## src/rtl/lfsr16_prbs.sv

```systemverilog
// Free-running maximal-length Fibonacci LFSR (XOR form) used as a shared
// pseudo-random source; value is the state register itself.
module lfsr16_prbs #(
  parameter int unsigned WIDTH = 16,
  parameter int unsigned SEED  = 1
) (
  input  logic             clk,
  input  logic             rst_n,
  output logic [WIDTH-1:0] value
);

  // Maximal-length XOR tap sets for widths 3..32, as 0-based bit masks.
  function automatic logic [31:0] tap_mask(input int unsigned w);
    logic [31:0] m;
    m = '0;
    case (w)
      3:       m = 32'h0000_0006;
      4:       m = 32'h0000_000C;
      5:       m = 32'h0000_0014;
      6:       m = 32'h0000_0030;
      7:       m = 32'h0000_0060;
      8:       m = 32'h0000_00B8;
      9:       m = 32'h0000_0110;
      10:      m = 32'h0000_0240;
      11:      m = 32'h0000_0500;
      12:      m = 32'h0000_0829;
      13:      m = 32'h0000_100D;
      14:      m = 32'h0000_2015;
      15:      m = 32'h0000_6000;
      16:      m = 32'h0000_D008;
      17:      m = 32'h0001_2000;
      18:      m = 32'h0002_0400;
      19:      m = 32'h0004_0023;
      20:      m = 32'h0009_0000;
      21:      m = 32'h0014_0000;
      22:      m = 32'h0030_0000;
      23:      m = 32'h0042_0000;
      24:      m = 32'h00E1_0000;
      25:      m = 32'h0120_0000;
      26:      m = 32'h0200_0023;
      27:      m = 32'h0400_0013;
      28:      m = 32'h0900_0000;
      29:      m = 32'h1400_0000;
      30:      m = 32'h2000_0029;
      31:      m = 32'h4800_0000;
      32:      m = 32'h8020_0003;
      default: m = '0;
    endcase
    return m;
  endfunction

  if (WIDTH < 3 || WIDTH > 32) begin : g_bad_width
    $fatal(1, "lfsr16_prbs: WIDTH %0d outside supported range 3..32", WIDTH);
  end

  localparam logic [31:0]      TAP_MASK  = tap_mask(WIDTH);
  localparam logic [WIDTH-1:0] TAPS      = TAP_MASK[WIDTH-1:0];
  localparam logic [WIDTH-1:0] SEED_BITS = WIDTH'(SEED);

  logic [WIDTH-1:0] state;
  logic [WIDTH-1:0] state_nxt;
  logic             fb;

  // Shift left with feedback at the LSB; all-zero lock-up recovers to 1.
  always_comb begin
    fb        = ^(state & TAPS);
    state_nxt = {state[WIDTH-2:0], fb};
    if (state == '0) begin
      state_nxt = WIDTH'(1);
    end
  end

  // rst_n is active-high here: asserting it loads SEED asynchronously.
  always_ff @(posedge clk or posedge rst_n) begin
    if (rst_n) begin
      state <= SEED_BITS;
    end else begin
      state <= state_nxt;
    end
  end

  assign value = state;

endmodule

```

## config.mk

```make
export PLATFORM = sky130hd
export DESIGN_NAME = lfsr16_prbs
export DESIGN_NICKNAME = d
export VERILOG_FILES = /design/src/rtl/lfsr16_prbs.sv
export SDC_FILE = /design/constraint.sdc
export NUM_CORES = 1
export LEC_CHECK = 0
export BUFFER_PORTS_ARGS = -buffer_cell sky130_fd_sc_hd__buf_2
export CAP_MARGIN = 20
export CORE_UTILIZATION = 35
export DETAILED_ROUTE_END_ITERATION = 16
export PLACE_DENSITY = 0.69
export SLEW_MARGIN = 20
export SYNTH_ARGS = -nofsm -noshare
export SYNTH_HDL_FRONTEND = slang
export SYNTH_SLANG_ARGS = --single-unit
```

## constraint.sdc

```tcl
create_clock -name clk -period 1.5 [get_ports clk]
set_input_delay 0.075 -clock clk [delete_from_list [all_inputs] [get_ports clk]]
set_output_delay 0.075 -clock clk [all_outputs]
set_load 0.02 [all_outputs]
```

# Yosys cells after proc, flatten, opt, wreduce, memory -nomap -nowiden
# Cells that the tools add are included.
# W data, S select, Z words.
[op_classes]
muxes = 1
reduce_logical = 2
[op_table]
columns = ["op", "n"]
rows = [
  ["$logic_not A16 Y1", 1],
  ["$mux W16", 1],
  ["$reduce_xor A16 Y1", 1],
]
[totals]
ff_bits = 16
in_bits = 2
output_inout_bits = 16
word_cells = 4

# Longest topological paths before layout
# Gate-level depths: netlist of run 1.
[depth]
ltp_word = 2
ltp_mapped = 4
depth_no_buf = 4

# Worst setup path after synthesis of run 1
# No wires, ideal clock.
[synth_path]
path_kind = "register to register"
from = "register state[1] (netlist: value[1])"
to = "register state[15] (netlist: value[15])"
setup_time_ns = 0.129
arrival_time_ns = 1.401
t_required_ns = 1.371
path_slack_ns = -0.030
stages_incl_launch_ff = 3
path_buffers = 0
synth_period_minus_slack_ns = 1.530
path_cell_list = "dfrtp_1 > or4_4 > o41a_1"
[synth_via]
elab_chain_cells = 2
[synth_lines]
columns = ["element", "line_no", "text"]
rows = [
  ["start, declared", "60", "logic [WIDTH-1:0] state;"],
  ["start signal, assigned", "78", "state <= state_nxt;"],
  ["$logic_not A16 Y1", "68", "if (state == '0) begin"],
  ["$mux W16", "68", ""],
  ["net state_nxt[15]", "61", "logic [WIDTH-1:0] state_nxt;"],
]
# The timed path passes the listed nets, and every way through them passes these cells.

# Worst setup path after layout of run 1
[layout_path]
from = "register state[2] (netlist: value[2])"
to = "register state[15] (netlist: value[15])"
# Same word-level chain as after synthesis.

==> results of run 1 <==
## layout by cell type, fill, tap and decap left out
| master | count |
|---|---|
| buf_4 | 2 |
| inv_1 | 2 |
| o41a_1 | 1 |
| o41ai_2 | 1 |
| dfrtp_1 | 10 |
| or3b_4 | 1 |
| inv_2 | 1 |
| clkbuf_8 | 1 |
| dlygate4sd3_1 | 1 |
| or4_4 | 3 |
| dfrtp_2 | 5 |
| buf_2 | 17 |
| ha_1 | 1 |
| clkbuf_4 | 3 |
| dfstp_2 | 1 |
| xnor3_1 | 1 |
## timing repair
action                                  CTS  global route
gates resized for setup                   0             2
endpoints found under the hold margin    15             0
endpoints found under the setup margin    0             2
hold buffers                              1             0
setup buffers                             0             2
## worst paths after layout
kind | endpoint | slack [ns]
worst max-delay path | value[15]$_DFF_PP0_ | 0.04
worst min-delay path | value[8]$_DFF_PP0_ | 0.38
worst max register to register | value[15]$_DFF_PP0_ | 0.04
worst min register to register | value[12]$_DFF_PP0_ | 0.40
max in group asynchronous | value[2]$_DFF_PP0_ | 0.71
min in group clk | value[12]$_DFF_PP0_ | 0.40
## critical path: cells and delay by family (launching register included)
| kind | cells | cell delay, ns |
|---|---|---|
| AOI/OAI and AO/OA | 1 | 0.41 |
| DFF | 1 | 0.41 |
| and+or+nand+nor | 1 | 0.54 |
## stage by stage
| stage | hold WS (ns) | utilization | power, mW | std cells |
|---|---|---|---|---|
| after global routing | 0.419 | 0.460 | 0.757 | 67 |
| final | 0.381 | 0.460 | 0.719 | 67 |
| after CTS | 0.385 | 0.443 | 0.734 | 65 |
| after floorplan | -0.0123 | - | 0.446 | 41 |
| after detailed placement | 0.161 | 0.412 | 0.449 | 60 |
| after global placement | 0.145 | 0.412 | 0.449 | 60 |
## power by group through the flow
stage	Combinational [mW]	Clock (mW)	Sequential, mW
6_report	0.0109	0.278	0.431
5_1_grt	0.0129	0.313	0.431
4_1_cts	0.0114	0.292	0.431
3_5_place_dp	0.00967	0	0.439
3_3_place_gp	0.00916	0	0.439
2_1_floorplan	0.00648	0	0.439
## cells by family (layout without fill, tap and decap cells)
| logic type | count (synthesis) | in the layout | share of synthesized area |
|---|---|---|---|
| AOI/OAI and AO/OA | 2 | 2 | 0.0356 |
| xor gates and xnor gates | 1 | 1 | 0.0401 |
| adders and majority gates | 1 | 1 | 0.0223 |
| buffers and inverters | 17 | 27 | 0.125 |
| DFF | 16 | 16 | 0.715 |
| and+or+nand+nor | 4 | 4 | 0.0624 |
## metal layers
layer,up-vias,part of all wire
met2,12,0.42
met1,150,0.47
met4,0,0.020
li1,144,-
met5,-,0
met3,4,0.089
## final cells by class
cell class | instances | area, sq um
clock buffers | 4 | 36.3
flip-flops and latches | 16 | 408
well taps | 16 | 20.0
multi-input cells | 8 | 108
repair buffers | 20 | 110
fillers | 152 | 813
inverters | 3 | 11.3
==> impl_metrics.csv, run 1 <==
group,metric,value,unit
run_status,status,"finished clean",
clock_tree,clk_pin_slew,0.09,ns
global_routing,gr-usage-met2,0.125,
final_layout,fin_nets,55,
power,internal-power,581,uW
route,totalWireLength,832,microns
power,clockPowerShare,0.386,
yosys,synth.most_common_cell,"dfrtp_1",
critical_path,cp_slowest_cell,"or4_4",
timing,worst_pin_slew,0.570,ns
clock_tree,htree_levels,1,
critical_path,ff2ff_path_depth,2,
floorplan,ioPinCount,18,
floorplan,dieHeight,42.1,microns
yosys,yosysWarnings,0,
power,combPwrFrac,0.015,
final_layout,fin_area,693,sq um
global_routing,grt_pass1_vias,291,
route,drtAntennaViolNets,0,
power,powerDensity,1040,mW/mm^2
global_routing,antenna_found_initial,0,
worst_hold_path,hold_path_class,"input port to async pin",
final_layout,diodes,0,
power,leakage,0.347,nW
power,switching_power,138,uW
yosys,synth_flop_cell,"dfrtp_1",
timing,slew_viol_final,0,
job,maxCapViolCount,0,
timing,fmax,0.683,GHz
route,dr.pass1.iters,2,
critical_path,cp_max_fo,2,
critical_path,startpoint,"value[2]$_DFF_PP0_",
route,drc,0,
final_layout,final_layout_size_suffix_gt1_frac,0.686,
route,via_count,310,
critical_path,crit_type,"flop to flop",
yosys,syn_area_per_cell,13.7,sq um
final_layout,area_delta_synth_final,23.4,%
global_routing,grt_max_degree,17,
yosys,synthTopCellsByCount,"dfrtp_1, clkbuf_1, inv_1",
floorplan,fp.dieArea,0.00177,sq mm
global_routing,grt_busiest_layer,"met1",
clock_tree,root_buffer,"clkbuf_4",
placement,io_buffers,17,
critical_path,cp_cell_sequence,"or4_4 -> o41a_1",
floorplan,row_count,14,
global_routing,grtUsageTotal,0.109,
global_routing,global_route.usage.met1,0.155,
route,via_per_inst,4.63,
route,avgRoutedWirePerCell,12.4,microns
timing,setup_tns,0,ns
critical_path,critPathRequiredTime,1.67,ns
clock_tree,insertion_delay,0.28,ns
route,drt_iter0_markers,1,
yosys,ys_types,12,
placement,post-place-ws,0.0172,ns
critical_path,r2r_start,"value[2]$_DFF_PP0_",
global_routing,use_met3,0.0819,
yosys,syn_area,562,sq um
placement,place.gp.congestion,0.650,
critical_path,crit_arrival,1.63,ns
timing,period_share,0.976,
clock_tree,cts_buffer_depth,2,
final_layout,largest_register_ffs,16,
yosys,synth_area_leaders,"dfrtp_1, clkbuf_1, dfstp_2",
timing,rsz0062_at_grt,"no",
floorplan,core-area,0.00151,sq mm
yosys,synth_top_area_cell,"dfrtp_1",
yosys,synth_nets,44,
clock_tree,cts_sinks,16,
power,vdd_ir_drop_max,0.618,mV
timing,fin_ws,0.0366,ns
floorplan,initial_utilization,0.373,
yosys,ys_ff_latch,16,
clock_tree,cts_buffers,3,
power,swShare,0.192,
timing,fin_crit,1.46,ns
global_routing,grt_pass1_wl,1330,microns
timing,setup_viol,0,
timing,clock_skew,0.00377,ns
floorplan,die-width,42.1,microns
power,p_seq_frac,0.599,
yosys,synth_seq_area_share,0.715,
global_routing,gr-total-overflow,0,
critical_path,endpoint_kind,"flop",
yosys,synthArstFlopShare,1.00,
placement,place_area,621,sq um
clock_tree,cts_tree,"yes",
yosys,syn-instance-count,41,
critical_path,cp-start-kind,"flop",
critical_path,slowest_delay,0.54,ns
yosys,synth_top_area_frac,0.668,
timing,hold_viol_final,0,
yosys,synth_edf_count,0,
timing,max-slew-margin-rel,0.620,
Power figures use the tool's default switching activity.
==> inputs of run 2 (changes only) <==
--- a/config.mk
+++ b/config.mk
@@ -5,11 +5,12 @@
 export SDC_FILE = /design/constraint.sdc
 export NUM_CORES = 1
 export LEC_CHECK = 0
-export BUFFER_PORTS_ARGS = -buffer_cell sky130_fd_sc_hd__buf_2
 export CAP_MARGIN = 20
 export CORE_UTILIZATION = 35
+export CTS_CLUSTER_DIAMETER = 60
 export DETAILED_ROUTE_END_ITERATION = 16
-export PLACE_DENSITY = 0.69
+export DONT_BUFFER_PORTS = 1
+export PLACE_DENSITY = 0.59
 export SLEW_MARGIN = 20
 export SYNTH_ARGS = -nofsm -noshare
 export SYNTH_HDL_FRONTEND = slang
==> run 2 against run 1 <==
Against the previous run:
- power fell by 1.3%
- sequential power barely moved
- wire length rose by 16%
- critical path depth rose by 2
- setup slack got worse by 0.014 ns
- design area rose by 4.0%
- clock power fell by 3%
- sequential cell count did not move
- maximum frequency fell by 0.92%
- die area did not move
==> impl_metrics.csv, run 2 (same netlist as run 1, synthesis figures left out) <==
group,metric,value,unit
run_status,status,"finished clean",
critical_path,cp_max_fo,2,
floorplan,initial_utilization,0.373,
critical_path,worst-path-buf-inv,1,
final_layout,diodes,0,
critical_path,slowest_delay,0.41,ns
timing,fin_ws,0.0229,ns
timing,fin_crit,1.48,ns
critical_path,critPathRequiredTime,1.66,ns
final_layout,area_delta_synth_final,28.3,%
timing,worst_pin_slew,0.589,ns
route,drt_iter0_markers,0,
critical_path,cp_cell_sequence,"inv_1 -> ha_1 -> or3b_4 -> o41a_1",
global_routing,grtUsageTotal,0.125,
route,drtAntennaViolNets,0,
route,via_count,309,
route,avgRoutedWirePerCell,14.8,microns
route,totalWireLength,964,microns
power,vdd_ir_drop_max,0.331,mV
floorplan,dieHeight,42.1,microns
power,leakage,0.351,nW
clock_tree,clk_pin_slew,0.09,ns
placement,io_buffers,0,
timing,hold_viol_final,0,
global_routing,grt_pass1_wl,1520,microns
floorplan,core-area,0.00151,sq mm
final_layout,final_cell_mix,"buf_4, dfrtp_1, dfrtp_2",
route,dr.pass1.iters,1,
floorplan,die-width,42.1,microns
critical_path,crit_type,"flop to flop",
worst_hold_path,hold_path_class,"input port to async pin",
clock_tree,cts_sinks,16,
timing,clock_skew,0.00137,ns
critical_path,endpoint_kind,"flop",
critical_path,cp_slowest_cell,"dfrtp_2",
clock_tree,root_buffer,"clkbuf_4",
clock_tree,cts_buffers,3,
floorplan,row_count,14,
final_layout,largest_register_ffs,16,
timing,fmax,0.677,GHz
clock_tree,cts_buffer_depth,2,
critical_path,cp-start-kind,"flop",
floorplan,ioPinCount,18,
timing,max-slew-margin-rel,0.607,
route,via_per_inst,4.75,
critical_path,crit_arrival,1.64,ns
final_layout,layout_commonest_cell,"buf_4",
critical_path,path_delay_family,"flip-flops",
final_layout,final_layout_size_suffix_gt1_frac,0.673,
final_layout,fin_util,0.478,
clock_tree,insertion_delay,0.27,ns
global_routing,grt_pass1_vias,332,
timing,period_share,0.985,
final_layout,fill_cells,137,
power,powerDensity,986,mW/mm^2
global_routing,grt_max_degree,17,
final_layout,fin_nets,53,
timing,setup_viol,0,
clock_tree,htree_levels,1,
timing,slew_viol_final,0,
placement,place.gp.congestion,0.787,
global_routing,antenna_found_initial,0,
placement,hpwl,735,microns
placement,post-place-ws,0.0376,ns
route,drc,0,
floorplan,fp.dieArea,0.00177,sq mm
global_routing,gr-total-overflow,0,
clock_tree,cts_tree,"yes",
job,maxCapViolCount,0,
[run 2: cell count changes in the layout (fill, tap and decap cells not counted), sizes merged]
cell / delta
buf: -2
[run 2: per-layer routing]
layer | global-route usage | up-vias | share of wire
li1 | - | 139 | -
met1 | 0.120 | 158 | 0.36
met2 | 0.203 | 10 | 0.55
met3 | 0.0474 | 2 | 0.072
met4 | 0.113 | 0 | 0.020
met5 | 0 | - | 0
[run 2: final cells by class]
type,instances,area (sq um),area share
Tap cell,16,20.0,0.0278
Clock buffer,4,36.3,0.0503
Inverter,3,11.3,0.0156
Timing Repair Buffer,18,138,0.191
Sequential cell,16,408,0.566
Multi-Input combinational cell,8,108,0.149
[run 2: timing repair]
item                                    4_1_cts  5_1_grt
endpoints found under the setup margin        1        1
gates resized for setup                       1        1
hold endpoints to repair                     15        0
buffers inserted                              0        1
pin swaps                                     0        0
hold buffers                                  1        0
[run 2: per-stage QoR]
stage	total power, mW	hold slack [ns]	instance area [sq um]	TNS (ns)	cells
3_5_place_dp	0.448	0.0603	656	0	59
2_1_floorplan	0.446	-0.0123	574	0	41
4_1_cts	0.722	0.308	709	0	64
5_1_grt	0.743	0.346	721	-0.000313	65
3_3_place_gp	0.447	0.0314	656	0	59
6_report	0.710	0.302	721	0	65
[run 2: path summary, 6_finish.rpt]
| kind | to | cells after the start | slack [ns] | from |
|---|---|---|---|---|
| max | value[15]$_DFF_PP0_ | 4 | 0.02 | value[15]$_DFF_PP0_ |
| min | value[10]$_DFF_PP0_ | 2 | 0.30 | rst_n |
| max reg2reg | value[15]$_DFF_PP0_ | 4 | 0.02 | value[15]$_DFF_PP0_ |
| min reg2reg | value[11]$_DFF_PP0_ | 1 | 0.53 | value[10]$_DFF_PP0_ |
| max in group asynchronous | value[4]$_DFF_PP0_ | 2 | 0.78 | rst_n |
| min in group clk | value[11]$_DFF_PP0_ | 1 | 0.53 | value[10]$_DFF_PP0_ |
[run 2: where the power goes]
part | leakage [nW] | switching (mW) | internal, mW | total, mW
registers | 0.184 | 0 | 0.431 | 0.431
clock network | 0.0210 | 0.122 | 0.147 | 0.269
logic | 0.146 | 0.00816 | 0.00191 | 0.0101
total | 0.351 | 0.130 | 0.580 | 0.710
[run 2: worst reg2reg max path, delay by kind of cell (launching register included)]
kind / cells / cell delay [ns]
DFF: 1 / 0.41
AOI/OAI and AO/OA: 1 / 0.40
and+or+nand+nor: 1 / 0.38
adders and majority gates: 1 / 0.12
buffers and inverters: 1 / 0.06
